$ cat config.mk
export PLATFORM = sky130hd
export DESIGN_NAME = vend_ctrl_multi
export DESIGN_NICKNAME = d
export VERILOG_FILES = /design/src/rtl/vend_ctrl_multi.sv
export SDC_FILE = /design/constraint.sdc
export NUM_CORES = 1
export LEC_CHECK = 0
export CAP_MARGIN = 20
export CORE_MARGIN = 10
export CORE_UTILIZATION = 55
export CTS_BUF_LIST = sky130_fd_sc_hd__clkbuf_8
export DETAILED_ROUTE_END_ITERATION = 6
export PLACE_DENSITY = 0.8
export SYNTH_ARGS = -nofsm -noshare
export SYNTH_HDL_FRONTEND = slang
export SYNTH_SLANG_ARGS = --single-unit
$ cat constraint.sdc
create_clock -name clk -period 7.6 [get_ports clk]
set_input_delay 1.52 -clock clk [delete_from_list [all_inputs] [get_ports clk]]
set_output_delay 1.52 -clock clk [all_outputs]
set_load 0.01 [all_outputs]
$ cat src/rtl/vend_ctrl_multi.sv
// Multi-item vending controller: per-item price and stock, multi-coin credit,
// cancel/refund and idle-timeout refund. All outputs are registered.
module vend_ctrl_multi #(
    parameter int                         N_ITEMS    = 4,
    parameter int                         SEL_W      = 2,
    parameter int                         AMT_W      = 8,
    parameter logic [N_ITEMS*AMT_W-1:0]   PRICES     = {8'd10, 8'd8, 8'd5, 8'd3},
    parameter int                         STOCK_W    = 4,
    parameter int                         STOCK_INIT = 3,
    parameter int                         TIMEOUT    = 255
) (
    input  logic                 clk,
    input  logic                 b1,
    input  logic                 sel_valid,
    input  logic [SEL_W-1:0]     sel,
    input  logic                 coin_valid,
    input  logic [AMT_W-1:0]     coin,
    input  logic                 cancel,
    input  logic                 restock,
    output logic                 vend,
    output logic [SEL_W-1:0]     vend_item,
    output logic                 change_valid,
    output logic [AMT_W-1:0]     change,
    output logic [AMT_W-1:0]     credit,
    output logic [N_ITEMS-1:0]   sold_out,
    output logic                 err,
    output logic                 busy
);

    typedef enum logic [2:0] {
        IDLE    = 3'd0,
        COLLECT = 3'd1,
        VEND    = 3'd2,
        CHANGE  = 3'd3,
        REFUND  = 3'd4
    } state_t;

    localparam int                 CNT_W    = (TIMEOUT < 2) ? 1 : $clog2(TIMEOUT + 1);
    localparam logic [CNT_W-1:0]   TO_LAST  = CNT_W'(TIMEOUT - 1);
    localparam logic [STOCK_W-1:0] STOCK_LD = STOCK_W'(STOCK_INIT);

    function automatic logic [AMT_W-1:0] sat_add(input logic [AMT_W-1:0] a,
                                                 input logic [AMT_W-1:0] b);
        logic [AMT_W:0] sum;
        sum = {1'b0, a} + {1'b0, b};
        if (sum[AMT_W]) begin
            return {AMT_W{1'b1}};
        end else begin
            return sum[AMT_W-1:0];
        end
    endfunction

    state_t               state_r;
    logic [SEL_W-1:0]     item_r;
    logic [AMT_W-1:0]     price_r;
    logic [CNT_W-1:0]     tcnt_r;
    logic [STOCK_W-1:0]   stock_r [N_ITEMS];

    logic                 sel_ok_s;
    logic [AMT_W-1:0]     sel_price_s;
    logic [AMT_W-1:0]     credit_new_s;

    // Selection lookup against the price table and live stock, plus the post-coin credit.
    always_comb begin
        sel_ok_s    = 1'b0;
        sel_price_s = {AMT_W{1'b0}};
        for (int i = 0; i < N_ITEMS; i++) begin
            if (sel == SEL_W'(i)) begin
                sel_price_s = PRICES[i*AMT_W +: AMT_W];
                sel_ok_s    = (stock_r[i] != {STOCK_W{1'b0}});
            end else begin
                sel_ok_s    = sel_ok_s;
            end
        end
        if (coin_valid) begin
            credit_new_s = sat_add(credit, coin);
        end else begin
            credit_new_s = credit;
        end
    end

    // Transaction FSM with registered outputs and stock bookkeeping.
    always_ff @(posedge clk) begin
        if (!b1) begin
            state_r      <= IDLE;
            item_r       <= {SEL_W{1'b0}};
            price_r      <= {AMT_W{1'b0}};
            tcnt_r       <= {CNT_W{1'b0}};
            credit       <= {AMT_W{1'b0}};
            change       <= {AMT_W{1'b0}};
            vend         <= 1'b0;
            vend_item    <= {SEL_W{1'b0}};
            change_valid <= 1'b0;
            err          <= 1'b0;
            busy         <= 1'b0;
            for (int i = 0; i < N_ITEMS; i++) begin
                stock_r[i] <= STOCK_LD;
            end
            sold_out     <= {N_ITEMS{STOCK_LD == {STOCK_W{1'b0}}}};
        end else begin
            vend         <= 1'b0;
            change_valid <= 1'b0;
            err          <= 1'b0;
            case (state_r)
                IDLE: begin
                    busy <= 1'b0;
                    if (coin_valid) begin
                        err <= 1'b1;
                    end else begin
                        err <= 1'b0;
                    end
                    if (sel_valid) begin
                        if (sel_ok_s) begin
                            item_r  <= sel;
                            price_r <= sel_price_s;
                            tcnt_r  <= {CNT_W{1'b0}};
                            busy    <= 1'b1;
                            state_r <= COLLECT;
                        end else begin
                            err <= 1'b1;
                        end
                    end else begin
                        state_r <= IDLE;
                    end
                    if (restock) begin
                        for (int i = 0; i < N_ITEMS; i++) begin
                            stock_r[i] <= STOCK_LD;
                        end
                        sold_out <= {N_ITEMS{STOCK_LD == {STOCK_W{1'b0}}}};
                    end else begin
                        sold_out <= sold_out;
                    end
                end
                COLLECT: begin
                    err    <= sel_valid;
                    credit <= credit_new_s;
                    // Cancel wins over reaching the price, but any coin on that edge still counts.
                    if (cancel) begin
                        change_valid <= 1'b1;
                        change       <= credit_new_s;
                        state_r      <= REFUND;
                    end else if (credit_new_s >= price_r) begin
                        vend      <= 1'b1;
                        vend_item <= item_r;
                        state_r   <= VEND;
                    end else if (coin_valid) begin
                        tcnt_r <= {CNT_W{1'b0}};
                    end else if (tcnt_r == TO_LAST) begin
                        change_valid <= 1'b1;
                        change       <= credit;
                        state_r      <= REFUND;
                    end else begin
                        tcnt_r <= tcnt_r + CNT_W'(1);
                    end
                end
                VEND: begin
                    err          <= coin_valid;
                    change_valid <= 1'b1;
                    change       <= credit - price_r;
                    state_r      <= CHANGE;
                    for (int i = 0; i < N_ITEMS; i++) begin
                        if (item_r == SEL_W'(i)) begin
                            stock_r[i]  <= stock_r[i] - STOCK_W'(1);
                            sold_out[i] <= (stock_r[i] == STOCK_W'(1));
                        end else begin
                            stock_r[i]  <= stock_r[i];
                        end
                    end
                end
                CHANGE, REFUND: begin
                    err     <= coin_valid;
                    credit  <= {AMT_W{1'b0}};
                    busy    <= 1'b0;
                    state_r <= IDLE;
                end
                default: begin
                    credit  <= {AMT_W{1'b0}};
                    busy    <= 1'b0;
                    state_r <= IDLE;
                end
            endcase
        end
    end

endmodule
==> out/metrics.cfg, run 1 <==
[route]
drc = 0
wl_mm = 9.55
ant_nets = 0
viasPerCell = 5.98
drt_iter0_drc = 248
dr.pass1.iters = 5
wl_per_cell_um = 16.4
num_vias = 3480

[floorplanning]
coreArea_sq_um = 6830
rows = 30
pin_count = 42
dieArea_sq_um = 10800
die_w_um = 104
die_y_um = 104
start_util = 0.570

[critical_path]
start_kind = input pin
critical_path_buf_inv_count = 1
rr_endpoint = tcnt_r[2]
critPathMaxStageDelay_ns = 0.43
critPathKind = input pin to flip-flop
reg2reg_from = credit[0]
path_delay_family = compound AO/OA/AOI/OAI gates
crit_slowest_cell = fa_1
worstPathCellList = clkdlybuf4s50_1, ha_1, fa_1, a21o_1, a211oi_1, o21ai_1, o22ai_1, ha_1, nand2b_1, a21o_1, a21o_1, a221oi_4, nand3_4, o22a_4, a311o_1
end_kind = flip-flop
cpMostUsedCell = a21o_1
required_ns = 7.82
r2r_setup_slack_ns = 3.34
crit_cells = 15
worstRegToRegCells = 14
worstSetupEndpoint = tcnt_r[2]
crit_start = coin[0]
crit_arrival_ns = 5.69
critPathMaxFanout = 7

[clock_tree]
cts_setup_buffers = 0
cts_tree = done
cts_hold_buf = 0
cts_htree_levels = 3
cts_resized = 0
clkLatencyLatePin_ns = 0.34
clock_sinks = 59
cts_buffers = 9
cts_buffer_depth = 2
clkTransAtPathRegs_ns = 0.06
cts_root_buf = clkbuf_8

[synth]
ys.flop_type = dfxtp_1
synth_cell_types = 64
yosys_warnings = 0
seq_area_frac_synth = 0.345
netlist_instances = 446
synth_fp_nets = 496
synthXorXnorAreaFrac = 0.0270
ys_ff_latch = 59
syn_avg_cell_area_sq_um = 8.73
synth_compound_area_frac = 0.214
synth_top_family_by_area = simple AND/OR/NAND/NOR gates
yosys.area_share.simple = 0.224
async_reset_ff_frac = 0
synthAdderAreaFrac = 0.113
synthMuxAreaShare = 0.0283
synth_edf_count = 16
syn_area_sq_um = 3890

[global_route]
grt_max_degree = 38
grt_usage = 0.176
grt_pass1_wl_mm = 16.3
overflow = 0
grt_pass1_vias = 3414
grt_antenna_before_repair = 0

[run_status]
status = finished, final reports clean

[worst_hold_path]
hold_path.class = flip-flop to flip-flop

[place]
gp_congestion = 0.878
port_buffers = 41
place_inst = 566
dp_slack_ns = 1.78
dpl.hpwl_mm = 7.03

[power]
p_leak_nw = 1.75
p_per_area_nw_per_um2 = 175
power_frac_seq = 0.451
irDropWorstVdd_mv = 0.108
combinationalPowerShare = 0.229
p_int_w = 0.000546
p_clk_frac = 0.320
p_switching_w = 0.000243
p_sw_frac = 0.308

[timing]
layout_setup_ws_ns = 2.13
worst_pin_slew_ns = 1.04
grt_setup_unrepaired = no
max_freq_mhz = 183
setup_tns_ns = 0
slew_headroom = 0.302
setup_violations = 0
final-max-slew-violation-count = 0
fin_skew_ns = 0.0120
min_period_over_period = 0.720
timing.final.crit_period_ns = 5.47
final_hold_viol_count = 0

[final_layout]
fillers = 581
syn2layout_area_growth_pct = 15.6
regArea_sq_um = 1340
drive_above_1_share = 0.0700
final_cells = 582
insertedDiodeCount = 0
multiInputGateArea_sq_um = 2360
final_nets = 531

[flow_run]
cap_viol_max_count = 0

==> synthesized netlist by cell type (3+ instances only) <==
cell,number,area (sq um)
o221ai_1,6,52.6
nand2b_1,9,56.3
nand4_1,5,31.3
a22oi_1,3,22.5
ha_1,32,400
edfxtp_1,16,480
o21ai_0,23,115
or4_1,4,30.0
a31oi_1,3,18.8
nor3_1,11,55.1
nor2_1,36,135
dfxtp_1,43,861
a21oi_1,25,125
or3b_2,5,43.8
inv_1,23,86.3
a211oi_1,5,37.5
and4_1,3,26.3
nand2_1,57,214
mux2i_1,11,110
a31o_2,4,35.0
a21boi_0,3,22.5
and3_1,6,37.5
o22a_1,3,26.3
o211ai_1,4,30.0
and2_1,5,31.3
xnor2_1,10,87.6
o31ai_1,6,45.0
nor4_1,4,25.0
nor3b_1,4,30.0
nand3_1,12,60.1
buf_6,5,56.3
clkbuf_1,13,48.8
a21o_1,6,45.0
==> placed cells by master, fill, tap and decap left out, drive strengths merged, types with 5 or more instances in the layout <==
cell / n
nand2: 57
dfxtp: 43
clkdlybuf4s50: 41
nor2: 36
ha: 32
inv: 26
a21oi: 25
o21ai: 25
edfxtp: 16
nand3: 13
nor3: 11
mux2i: 11
clkbuf: 11
xnor2: 10
nand2b: 9
a21o: 6
and3: 6
o221ai: 6
o31ai: 6
a211oi: 5
or3b: 5
and2: 5
nand4: 5
==> worst min-delay path by stage <==
stage                       startpoint            to  slack, ns  cells after the start
after CTS                    change[5]     change[5]       0.46                      2
final                     vend_item[0]  vend_item[0]       0.46                      2
after detailed placement  vend_item[0]  vend_item[0]       0.45                      2
after global routing      vend_item[0]  vend_item[0]       0.48                      2
after global placement     sold_out[0]   sold_out[0]       0.44                      2
after floorplan             price_r[2]    price_r[2]       0.46                      2
==> kinds of logic after synthesis <==
group	after synthesis
AO/OA/AOI/OAI	117
XOR/XNOR	12
adder cells (fa/ha/maj)	34
buffers and inverters	41
flip-flops	59
multiplexers	11
AND/OR/NAND/NOR	172
==> per-stage QoR <==
| stage | cell area, sq um | utilization | power (W) | hold slack, ns |
|---|---|---|---|---|
| 5_1_grt | 4500 | 0.659 | 0.000827 | 0.484 |
| 6_report | 4500 | 0.659 | 0.000789 | 0.459 |
| 3_5_place_dp | 4330 | 0.633 | 0.000541 | 0.449 |
| 4_1_cts | 4500 | 0.659 | 0.000790 | 0.464 |
| 2_1_floorplan | 3890 | - | 0.000488 | 0.460 |
| 3_3_place_gp | 4330 | 0.633 | 0.000537 | 0.443 |
==> power groups by stage <==
stage / Combinational (W) / Sequential (W) / Clock [W]
CTS: 0.000180 / 0.000356 / 0.000254
detailed placement: 0.000178 / 0.000362 / 0
finish: 0.000181 / 0.000356 / 0.000252
floorplan: 0.000130 / 0.000358 / 0
global route: 0.000201 / 0.000358 / 0.000268
global placement: 0.000175 / 0.000362 / 0
==> layer usage <==
layer / share of wire / routed length [um] / vias to the layer above / GRT usage
li1: - / - / 1711 / -
met1: 0.45 / 4260 / 1642 / 0.220
met2: 0.48 / 4580 / 113 / 0.291
met3: 0.061 / 586 / 14 / 0.0421
met4: 0.013 / 127 / 0 / 0.0547
met5: 0 / 0 / - / 0
==> cell type report <==
class,instances,share of cell area
multi-input cells,346,0.524
flip-flops and latches,59,0.298
repair buffers,42,0.0929
clock buffers,11,0.0336
well taps,96,0.0267
inverters,23,0.0192
clock inverters,5,0.00528
==> registers in the layout, indices dropped and copies added, names as in the netlist, 2 cells and up <==
| signal | flops |
|---|---|
| state_r | 3 |
| sold_out | 4 |
| item_r | 2 |
| tcnt_r | 8 |
| vend_item | 2 |
| price_r | 4 |
| stock_r | 16 |
| credit | 8 |
| change | 8 |
==> worst reg2reg max path: stages, from the launching register on <==
cell and delay [ns]:
dfxtp_1 0.38, ha_1 0.25, fa_1 0.43, a21o_1 0.18
a211oi_1 0.39, o21ai_1 0.25, o22ai_1 0.26, ha_1 0.28
nand2b_1 0.14, a21o_1 0.17, a21o_1 0.20, a221oi_4 0.39
nand3_4 0.15, o22a_4 0.33, a311o_1 0.35
(Power assumes the default switching activity.)
==> run 2, diff against run 1 <==
CORE_UTILIZATION = 53   (was 55)
PLACE_DENSITY = 0.81   (was 0.8)
clock period = 4.6 ns   (was 7.6 ns; I/O delays follow)
==> run 2 against run 1 <==
Against the previous run:
- first-iteration DRC count rose by 26%
- critical path type unchanged
- cell area rose by 4.3%
- clock power rose by 79%
- largest cell class unchanged
==> out/metrics.cfg, run 2 (synthesis gave the netlist of run 1 again) <==
[timing]
grt_setup_unrepaired = no
min_period_over_period = 0.961
final-max-slew-violation-count = 0  ; unchanged
slew_headroom = 0.288  ; -0.0139
max_freq_mhz = 226
setup_violations = 0  ; unchanged
worst_pin_slew_ns = 1.07  ; +0.0208 ns
fin_skew_ns = 0.0108  ; -0.00123 ns
final_hold_viol_count = 0  ; unchanged
timing.final.crit_period_ns = 4.42

[power]
p_per_area_nw_per_um2 = 292  ; +67%
p_clk_frac = 0.328  ; +0.008
p_total_w = 0.00137  ; +74%
p_switching_w = 0.000426  ; +75%
p_leak_nw = 1.85  ; +5.8%
p_sw_frac = 0.310  ; +0.00231
power_frac_seq = 0.429  ; -0.022
p_int_w = 0.000947  ; +73%
combinationalPowerShare = 0.243  ; +0.014
irDropWorstVdd_mv = 0.181  ; +67%

[flow_run]
cap_viol_max_count = 0  ; unchanged

[route]
wl_met2_mm = 5.18  ; +13%
dr.pass1.iters = 5  ; unchanged
drt_iter0_drc = 313  ; +26%
wl_mm = 10.5  ; +9.9%
num_vias = 3620  ; +4.0%
wl_met1_mm = 4.36  ; +2.4%
wl_per_cell_um = 17.3  ; +5.6%
ant_nets = 0  ; unchanged
top_layer = met4
dr_wl_met3_um = 696  ; +19%
drc = 0  ; unchanged
viasPerCell = 5.97  ; about the same

[clock_tree]
cts_hold_buf = 0  ; unchanged
cts_buffers = 9  ; unchanged
clock_sinks = 59  ; unchanged
cts_tree = done
cts_buffer_depth = 2  ; unchanged
cts_root_buf = clkbuf_8
clkTransAtPathRegs_ns = 0.06  ; about the same
cts_htree_levels = 3  ; unchanged
clkLatencyLatePin_ns = 0.35  ; about the same

[place]
gp_congestion = 0.911  ; +3.8%
place_inst = 589  ; +4.1%
dpl.hpwl_mm = 7.77  ; +11%
port_buffers = 41  ; unchanged

[critical_path]
critPathKind = input pin to flip-flop
required_ns = 4.89  ; -2.93 ns
cpMostUsedCell = a21o_1
end_kind = flip-flop
start_kind = input pin
critical_path_buf_inv_count = 3  ; +2
worstPathCellList = clkdlybuf4s50_1, ha_1, fa_2, a21o_1, a211oi_2, o21ai_1, o22ai_1, ha_1, nand2b_1, a21o_1, a21o_1, a221oi_4, buf_4, nand4_1, buf_4, o31ai_1, a31o_2
crit_slowest_cell = clkdlybuf4s50_1
path_delay_family = compound AO/OA/AOI/OAI gates
critPathMaxFanout = 5  ; -2
crit_arrival_ns = 4.72  ; -0.97 ns
critPathMaxStageDelay_ns = 0.41  ; -0.02 ns

[final_layout]
final_nets = 552  ; +4.0%
final_common_cell = nand2_1
fillers = 618  ; +6.4%
syn2layout_area_growth_pct = 20.6
multiInputGateArea_sq_um = 2380  ; +1.1%
drive_above_1_share = 0.118  ; +0.0484
final_cell_mix = nand2_1, dfxtp_1, clkdlybuf4s50_1
final_util = 0.651  ; -0.00791
largest-register = stock_r
final_cells = 606  ; +4.1%
regArea_sq_um = 1340  ; unchanged
largest_register_ffs = 16  ; unchanged
insertedDiodeCount = 0  ; unchanged

[global_route]
grt_pass1_wl_mm = 17.4  ; +6.7%
grt_antenna_before_repair = 0  ; unchanged
grt_usage = 0.188  ; +0.0119
grt_max_degree = 26  ; -32%
overflow = 0  ; unchanged
grt_pass1_vias = 3621  ; +6.1%

[run_status]
status = finished, final reports clean

[floorplanning]
start_util = 0.540  ; -0.0302
die_w_um = 106  ; +1.5%
coreArea_sq_um = 7210  ; +5.6%
rows = 31  ; +3.3%
dieArea_sq_um = 11200  ; +3.0%
pin_count = 42  ; unchanged
die_y_um = 106  ; +1.5%

[worst_hold_path]
hold_path.class = flip-flop to flip-flop

[run 2: cell count changes in the layout (fill, tap and decap cells not counted), moves of 2 or more]
| cell | previous run | this run |
|---|---|---|
| buf_4 | 1 | 22 |
| clkbuf_8 | 11 | 9 |
| clkinv_1 | 0 | 2 |
| inv_1 | 26 | 24 |
[run 2: worst reg2reg max path: cells and delay by family, from the launching register on]
kind	cells	cell delay (ns)
AND/OR/NAND/NOR	2	0.22
buffers and inverters	2	0.39
flip-flops	1	0.38
adder cells (fa/ha/maj)	3	0.86
AO/OA/AOI/OAI	9	1.93
[run 2: area by class of cell]
class	instances	area share
clock buffer	9	0.0264
tap	99	0.0264
timing repair buffer	63	0.123
sequential	59	0.286
clock inverter	7	0.0128
inverter	23	0.0184
multi-input combinational	346	0.508
[run 2: per-stage QoR]
step           cell area, sq um  hold slack, ns  TNS [ns]  setup WS (ns)
3_3_place_gp               4480           0.445    -0.265        -0.0693
2_1_floorplan              3890           0.460         0          0.136
6_report                   4700           0.455         0          0.177
4_1_cts                    4660           0.456         0         0.0552
3_5_place_dp               4480           0.447     -3.42         -0.286
5_1_grt                    4700           0.474         0         0.0157
[run 2: worst paths after layout]
check                               start        end  slack [ns]  cells after the start
worst max-delay path              coin[0]  tcnt_r[4]        0.18                     17
worst min-delay path            change[4]  change[4]        0.45                      2
worst max register to register  credit[0]  tcnt_r[4]        0.77                     16
worst min register to register  change[4]  change[4]        0.45                      2
[run 2: what timing repair did]
action / 4_1_cts / 5_1_grt
setup buffers: 0 / 1
gates resized for setup: 0 / 5
endpoints found under the hold margin: 0 / 0
endpoints found under the setup margin: 0 / 15
[run 2: per-layer routing]
layer / up-vias / track usage
met3: 27 / 0.0414
met4: 0 / 0.0832
met2: 137 / 0.322
met1: 1702 / 0.220
met5: - / 0
li1: 1754 / -
[run 2: power groups by stage]
stage	combinational (W)	sequential [W]	clock, W
final	0.000333	0.000589	0.000450
after global routing	0.000366	0.000593	0.000475
after CTS	0.000328	0.000588	0.000452
after detailed placement	0.000324	0.000599	0
after global placement	0.000311	0.000598	0
after floorplan	0.000215	0.000592	0
==> run 3, diff against run 2 <==
CORE_ASPECT_RATIO = 0.6   (was default)
==> run 3 against run 2 <==
Against the previous run:
- the flow now finishes with violations (DRC)
- clock-buffer cell count up 1
- sequential cell count did not move
- cell area fell by 0.64%
- global-route usage increased by 0.20 points
- critical path type unchanged
==> out/metrics.cfg, run 3 (synthesis gave the netlist of run 1 again) <==
[run_status]
status = complete, but fails checks
violations = DRC

[clock_tree]
cts_buffers = 9  ; unchanged
cts_htree_levels = 3  ; unchanged
clkTransAtPathRegs_ns = 0.07  ; about the same
cts_root_buf = clkbuf_8
clock_sinks = 59  ; unchanged
clkLatencyLatePin_ns = 0.35  ; about the same
cts_tree = done
cts_buffer_depth = 2  ; unchanged

[final_layout]
regArea_sq_um = 1340  ; unchanged
largest-register = stock_r
drive_above_1_share = 0.113  ; -0.00547
syn2layout_area_growth_pct = 19.9
multiInputGateArea_sq_um = 2370  ; -0.63%
final_nets = 550  ; -0.36%
final_common_cell = nand2_1
final_cell_mix = nand2_1, dfxtp_1, clkdlybuf4s50_1
fillers = 584  ; -5.5%
insertedDiodeCount = 0  ; unchanged
largest_register_ffs = 16  ; unchanged

[timing]
min_period_over_period = 0.976  ; +0.0144
slew_headroom = 0.233  ; -0.0554
final_hold_viol_count = 0  ; unchanged
max_freq_mhz = 223  ; -1.5%
worst_pin_slew_ns = 1.15  ; +0.0830 ns
fin_skew_ns = 0.00821  ; -0.00259 ns
final-max-slew-violation-count = 0  ; unchanged
timing.final.crit_period_ns = 4.49  ; +0.0662 ns
grt_setup_unrepaired = no
setup_violations = 0  ; unchanged
layout_setup_ws_ns = 0.111  ; -0.0662 ns

[route]
ant_nets = 0  ; unchanged
drc = 10  ; +10
viasPerCell = 6.12  ; +2.4%
drt_iter0_drc = 418  ; +34%
dr.pass1.iters = 7  ; +2
wl_per_cell_um = 17.9  ; +3.4%
num_vias = 3645  ; +0.69%
wl_mm = 10.7  ; +1.7%

[global_route]
grt_max_degree = 37  ; +42%
grt_pass1_wl_mm = 17.2  ; -1.2%
grt_antenna_before_repair = 0  ; unchanged
overflow = 0  ; unchanged
grt_pass1_vias = 3448  ; -4.8%
grt_usage = 0.190  ; +0.00200

[critical_path]
critPathMaxStageDelay_ns = 0.41  ; about the same
start_kind = input pin
reg2reg_from = credit[5]
critPathMaxFanout = 7  ; +2
worstRegToRegCells = 14  ; -2
rr_endpoint = tcnt_r[5]
r2r_setup_slack_ns = 0.67  ; -0.10 ns
critPathKind = input pin to flip-flop
worstSetupEndpoint = tcnt_r[5]
crit_start = coin[0]
cpMostUsedCell = a21o_1
required_ns = 4.85  ; -0.04 ns
crit_slowest_cell = clkdlybuf4s50_1
end_kind = flip-flop
worstPathCellList = clkdlybuf4s50_1, ha_1, fa_1, a21o_1, a211oi_2, o21ai_1, buf_4, o22a_1, ha_1, a21o_1, a21o_1, a221oi_4, buf_4, nand3_4, o22a_4, a2111oi_2
crit_arrival_ns = 4.73  ; about the same

[power]
p_total_w = 0.00140  ; +2.0%
p_leak_nw = 1.85  ; -0.15%
p_per_area_nw_per_um2 = 300  ; +2.7%
irDropWorstVdd_mv = 0.213  ; +18%

[worst_hold_path]
hold_path.class = flip-flop to flip-flop
hold_path_depth = 2  ; unchanged

[place]
port_buffers = 41  ; unchanged
dpl.hpwl_mm = 8.01  ; +3.1%
gp_congestion = 0.917  ; +0.63%
dp_slack_ns = -0.277  ; +0.00829 ns

[floorplanning]
rows = 24  ; -23%
pin_count = 42  ; unchanged
start_util = 0.540  ; +0.000562
die_w_um = 131  ; +24%
die_y_um = 86.4  ; -18%
dieArea_sq_um = 11300  ; +1.0%
coreArea_sq_um = 7210  ; -0.10%

[flow_run]
cap_viol_max_count = 0  ; unchanged

-- run 3: worst min-delay path by stage --
stage	from	end
6_report	sold_out[2]	sold_out[2]
3_3_place_gp	sold_out[2]	sold_out[2]
3_5_place_dp	sold_out[0]	sold_out[0]
2_1_floorplan	price_r[2]	price_r[2]
4_1_cts	sold_out[0]	sold_out[0]
5_1_grt	sold_out[2]	sold_out[2]
-- run 3: cell type report --
cell class	instances	area share
clock buffer	10	0.0295
multi-input combinational	346	0.508
clock inverter	6	0.0121
inverter	23	0.0185
tap	91	0.0244
timing repair buffer	61	0.120
sequential	59	0.287
-- run 3: power breakdown --
part	internal [W]	switching [W]
combinational	0.000148	0.000194
clock	0.000260	0.000210
sequential	0.000558	0.0000307
-- run 3: routing by layer --
layer	global-route usage	up-vias	wire [um]
li1	-	1754	-
met1	0.260	1692	4820
met2	0.283	177	4660
met3	0.0561	22	1050
met4	0.0523	0	153
met5	0	-	0
-- run 3: worst max-delay path: cells and delay by family --
family	cells	cell delay [ns]
buffers and inverters	3	0.76
AO/OA/AOI/OAI	9	2.09
AND/OR/NAND/NOR	1	0.07
adder cells (fa/ha/maj)	3	0.89
-- run 3: metrics by stage --
stage	instance area [sq um]	utilization	TNS, ns	instances	hold slack, ns
finish	4670	0.647	0	596	0.447
detailed placement	4450	0.617	-3.57	578	0.444
global route	4670	0.647	0	596	0.482
CTS	4640	0.644	0	594	0.452
floorplan	3890	-	0	446	0.460
global placement	4450	0.617	-0.570	578	0.439
-- run 3: what timing repair did --
item                       in CTS  in global routing
hold buffers                    0                  0
gates resized for setup         0                  2
setup endpoints to repair       0                  4
buffers inserted                0                  2
